File: src/rtl/hps_pitch_scheduler.sv
// Frame-level gate in front of harmonic_product_spectrum: admits whole frames while idle,
// drops frames that arrive while busy, and reduces the HPS products to one pitch result.
module hps_pitch_scheduler #(
    parameter int unsigned DATA_WIDTH    = 24,
    parameter int unsigned PRODUCT_WIDTH = 48,
    parameter int unsigned FRAME_LEN     = 1024,
    parameter int unsigned NUM_HPS       = 32,
    parameter int unsigned BIN_OFFSET    = 2
) (
    input  logic                       clk,
    input  logic                       reset_n,
    input  logic                       enable,

    input  logic                       fft_in_valid,
    output logic                       fft_in_ready,
    input  logic [DATA_WIDTH-1:0]      fft_in_data,

    output logic                       hps_out_valid,
    input  logic                       hps_out_ready,
    output logic [DATA_WIDTH-1:0]      hps_out_data,

    input  logic                       hps_in_valid,
    output logic                       hps_in_ready,
    input  logic [PRODUCT_WIDTH-1:0]   hps_in_data,

    output logic                       pitch_valid,
    input  logic                       pitch_ready,
    output logic [PRODUCT_WIDTH+5:0]   pitch_data,

    output logic                       busy,
    output logic [15:0]                frames_dropped
);

    localparam int unsigned CntW = $clog2(FRAME_LEN);
    localparam int unsigned KW   = $clog2(NUM_HPS);

    typedef enum logic [1:0] {StIdle, StPass, StCollect, StEmit} state_e;

    state_e                   state_q, state_d;
    logic [CntW-1:0]          in_count_q;
    logic [KW-1:0]            k_q;
    logic [PRODUCT_WIDTH-1:0] max_val_q;
    logic [KW-1:0]            max_idx_q;
    logic [15:0]              drop_q;

    logic frame_start, fwd_beat, forwarding;
    logic fft_hs, hps_hs, pitch_hs;
    logic last_beat, last_k;
    logic [5:0] bin;

    assign frame_start = (in_count_q == '0);
    // Admission needs a real frame-start beat while idle; otherwise the beat is swallowed.
    assign fwd_beat    = (state_q == StIdle) && frame_start && enable && fft_in_valid;
    assign forwarding  = fwd_beat || (state_q == StPass);
    assign fft_hs      = fft_in_valid && fft_in_ready;
    assign hps_hs      = hps_in_valid && hps_in_ready;
    assign pitch_hs    = pitch_valid && pitch_ready;
    assign last_beat   = (in_count_q == CntW'(FRAME_LEN - 1));
    assign last_k      = (k_q == KW'(NUM_HPS - 1));
    assign bin         = 6'(max_idx_q) + 6'(BIN_OFFSET);

    always_ff @(posedge clk or negedge reset_n) begin
        if (!reset_n) begin
            state_q <= StIdle;
        end else begin
            state_q <= state_d;
        end
    end

    always_comb begin
        state_d = state_q;
        unique case (state_q)
            StIdle:    if (fwd_beat && hps_out_ready) state_d = StPass;
            StPass:    if (fft_hs && last_beat)       state_d = StCollect;
            StCollect: if (hps_hs && last_k)          state_d = StEmit;
            StEmit:    if (pitch_hs)                  state_d = StIdle;
            default:                                  state_d = StIdle;
        endcase
    end

    always_comb begin
        fft_in_ready   = forwarding ? hps_out_ready : 1'b1;
        hps_out_valid  = forwarding ? fft_in_valid : 1'b0;
        hps_out_data   = fft_in_data;
        hps_in_ready   = (state_q == StCollect);
        pitch_valid    = (state_q == StEmit);
        pitch_data     = {max_val_q, bin};
        busy           = (state_q != StIdle);
        frames_dropped = drop_q;
    end

    always_ff @(posedge clk or negedge reset_n) begin
        if (!reset_n) begin
            in_count_q <= '0;
            k_q        <= '0;
            max_val_q  <= '0;
            max_idx_q  <= '0;
            drop_q     <= '0;
        end else begin
            if (fft_hs) begin
                in_count_q <= in_count_q + 1'b1;
            end
            if (hps_hs) begin
                k_q <= last_k ? '0 : k_q + 1'b1;
                // Strict compare so ties keep the lower bin.
                if (k_q == '0) begin
                    max_val_q <= hps_in_data;
                    max_idx_q <= '0;
                end else if (hps_in_data > max_val_q) begin
                    max_val_q <= hps_in_data;
                    max_idx_q <= k_q;
                end
            end
            if ((state_q == StCollect || state_q == StEmit) && fft_hs && frame_start && enable
                && drop_q != 16'hFFFF) begin
                drop_q <= drop_q + 16'd1;
            end
        end
    end

endmodule
File: config.mk
export PLATFORM = sky130hd
export DESIGN_NAME = hps_pitch_scheduler
export DESIGN_NICKNAME = d
export VERILOG_FILES = /design/src/rtl/hps_pitch_scheduler.sv
export SDC_FILE = /design/constraint.sdc
export NUM_CORES = 1
export LEC_CHECK = 0
export CORE_MARGIN = 5
export CORE_UTILIZATION = 44
export CTS_BUF_LIST = sky130_fd_sc_hd__clkbuf_4 sky130_fd_sc_hd__clkbuf_8
export CTS_CLUSTER_DIAMETER = 40
export DETAILED_ROUTE_END_ITERATION = 16
export PLACE_DENSITY = 0.79
export SLEW_MARGIN = 5
export SYNTH_ARGS = -nofsm -noshare
export SYNTH_HDL_FRONTEND = slang
export SYNTH_SLANG_ARGS = --single-unit
File: constraint.sdc
create_clock -name clk -period 2.2 [get_ports clk]
set_input_delay 0.44 -clock clk [delete_from_list [all_inputs] [get_ports clk]]
set_output_delay 0.44 -clock clk [all_outputs]
set_load 0.02 [all_outputs]
==> results.md <==
- Synthesized area: 0.00563 mm2
- Clock-pin slew on the worst setup and hold paths: about 0.10 ns
- Sequential share of the synthesized area: 0.383
- Highest Signal Layer: met4
- Largest net degree at the start of global routing: 40
- H-Tree Level Count: 3
- # fillers: approximately 870
- Setup crit start kind: input pin
- Slew HR: 0.591
- Synth area leader: dfrtp_1
- Drt via density: about 5.6
- Top cell type's share of synthesized area: 0.383
- Final worst slack: -0.470 ns
- Worst Tran Pin Value: around 0.6 ns
- Final instance area: approximately 0.009 mm2
- Synth Flop Type: dfrtp_1
- Layout area overhead: 60.6%
- Share of cells above drive strength 1: 0.363
- CTS tree: done
- Final Skew: 0.0113 ns
- Post-DP Area: about 0.0080 mm2
- Starting density of the core: 0.448
- Wire per inst: roughly 19 um
- Failing checks: negative setup slack
- Die X: 123 um
- Clk sinks: 86
- Netlist cell types: 53
- Critical Path RT: 2.49 ns
- Post-synth EDFFs: 0
- DRC Markers: 0
- Final Cycle Share: 1.21
- Setup crit end kind: register
- Die Ht: ~120 um
- Num CTS Buffers: 9
- Met3 WL: around 1300 um
- Critical path class: input pin to register
- First-pass GRT wire length: around 30000 um
- Antenna violations before repair: 0
- Number of max-cap violations: 0
- GRT Overall Usage: 0.255
- Layout Nets: 967
- Seq cells post-synth: 86
- Fmax: around 370 MHz
- Period minus WS final: between 2 and 3 ns
- HP Class: input pin to async pin
- Fin. max-slew vios: 0
- Pre-Repair DR Iteration Count: 5
- Critical Path AT: 2.96 ns
- Final hold vios: 0
- Final Wtd Congestion: 0.856
- Overflow after GRT: 0
- Antenna diode count: 0
- Cell-by-cell trace of the critical path: clkdlybuf4s50_1, ha_1, a21oi_2, a2111oi_4, o41a_1, o21ai_2, a21oi_4, buf_12, a221o_1
- Vias in the first global route: ~6200
- Met2 Wirelength: 9820 um
- Non-Filler Instances: between 1000 and 1500
- Net count after synthesis: 709
- Post-synth top cells: 86 x dfrtp_1, 61 x inv_1, 60 x ha_1, 49 x a221o_1, 36 x nor3b_1
- Post-synth ARST share: 1.00
- CP delay by family, top: compound AO/OA/AOI/OAI gates
- CP max-delay cell: clkdlybuf4s50_1
- Outcome: finished, violations left
- Placed Cells: between 900 and 1000
- CTS root buf: clkbuf_8
- Io pins: 178
- Mean post-synth cell area: around 9.9 um2
- Port bufs: 129
- Yosys warning count: 0
- Cells after Synth: 570
- Min Hold Slack: 0.00110 ns
- Iteration-0 DRC Markers: around 430
- Static leakage: about 0.004 uW
- Setup TNS: -22.68 ns
- Final setup violation count: 59
- Power Density: around 400 mW/mm2
- WL final: between 15000 and 20000 um
- Clock buffer depth: 2
- Post-DRT Antenna Nets: 0
- Total Power: between 3000 and 4000 uW
- M1 wire length: about 7700 um
- Hpwl dp: about 13000 um
- Standard-cell rows: 41
- Largest stage delay, worst path: 0.46 ns
- Core footprint: ~0.013 mm2
- Largest cells by area after synthesis: dfrtp_1 38%, ha_1 13%, a221o_1 8.7%, nor3b_1 4.8%, inv_1 4.1%
- Die ar.: between 0.015 and 0.02 mm2
- Vias post-DR: 5632
- CP Buf/Inv Count: 2
- Crit-path max FO: 16
- Worst-skew pair later-pin latency: slightly above 0.4 ns
- RSZ-0062 raised after global routing: true
- Peak supply drop: slightly above 0.0004 V
- Top-count cell post-synth: dfrtp_1
## worst paths after layout
path                                      startpoint                        end  slack (ns)  cells past startpoint
min in group clk                     hps_in_data[13]  max_val_q[13]$_DFFE_PN0P_        0.43                      2
setup reg to reg            max_val_q[1]$_DFFE_PN0P_  max_val_q[44]$_DFFE_PN0P_       -0.44                     10
setup / recovery                      hps_in_data[3]  max_val_q[44]$_DFFE_PN0P_       -0.47                      9
hold / removal                               reset_n  max_val_q[40]$_DFFE_PN0P_       0.001                      1
hold reg to reg            in_count_q[9]$_DFFE_PN0P_  in_count_q[9]$_DFFE_PN0P_        0.50                      1
max in group asynchronous                    reset_n   max_val_q[5]$_DFFE_PN0P_        1.56                      2
## report_power, final
group          leakage, uW  switching [uW]  total [uW]  internal [uW]
logic              0.00284             371         819            449
registers          0.00113            44.6        1680           1630
clock network    0.0000864             687        1110            423
total              0.00406            1100        3610           2510
## cell type report
type / instances / area, um2 / area share
multi-input combinational: 375 / 3530 / 0.390
timing repair buffer: 295 / 2700 / 0.299
sequential: 86 / 2180 / 0.242
inverter: 61 / 229 / 0.0253
tap: 172 / 215 / 0.0238
clock buffer: 9 / 124 / 0.0137
clock inverter: 7 / 58.8 / 0.00651
## cells by family (layout without fill, tap and decap cells)
logic type               after synthesis  count (layout)  synth area share
XOR/XNOR                              26              26            0.0405
AO/OA/AOI/OAI                        109             110             0.153
adder cells (fa/ha/maj)               60              60             0.133
buffers and inverters                110             372             0.105
flip-flops                            86              86             0.383
AND/OR/NAND/NOR                      176             176             0.179
multiplexers                           3               3           0.00578
## cell usage in the layout, fill, tap and decap left out, types with 5 or more instances in the layout
master / count
a21oi_1: 18
a221o_1: 49
buf_12: 8
buf_4: 146
buf_6: 11
clkbuf_8: 9
clkdlybuf4s50_1: 85
dfrtp_1: 62
dfrtp_2: 24
dlygate4sd2_1: 40
ha_1: 35
ha_4: 21
inv_1: 47
inv_2: 14
nand2_1: 30
nand3_1: 26
nand4_1: 12
nor2_1: 22
nor3_1: 5
nor3_4: 7
nor3b_1: 36
o21ai_0: 11
xnor2_1: 9
xor2_1: 17
## worst register-to-register path, cell delays in order (launching register included)
cell       delay [ns]
dfrtp_1          0.40
inv_2            0.08
ha_4             0.21
nor2b_4          0.12
o211ai_1         0.27
a2111oi_4        0.12
o41a_1           0.43
o21ai_2          0.19
a21oi_4          0.15
buf_12           0.19
a221o_1          0.36
## flip-flops by register name (all words and copies together), names as in the netlist
name	flops
k_q	5
max_idx_q	5
state_q	2
in_count_q	10
frames_dropped	16
max_val_q	48
## timing repair
action / CTS / global route
cloned: 3 / 2
resized for setup: 114 / 49
endpoints found under the hold margin: 0 / 0
setup endpoints to repair: 81 / 75
pin swaps: 18 / 50
hold buffers: 0 / 0
setup buffers: 15 / 11
## routing by layer
metal / vias up / track usage
li1: 2575 / -
met1: 2751 / 0.292
met2: 249 / 0.452
met3: 57 / 0.0572
met4: 0 / 0.120
met5: - / 0
## per-stage QoR
stage	utilization	worst slack, ns
finish	0.719	-0.470
global route	0.719	-0.528
CTS	0.690	-0.392
detailed placement	0.636	-0.991
global placement	0.636	-0.927
floorplan	-	-0.293
Power figures use the tool's default switching activity.
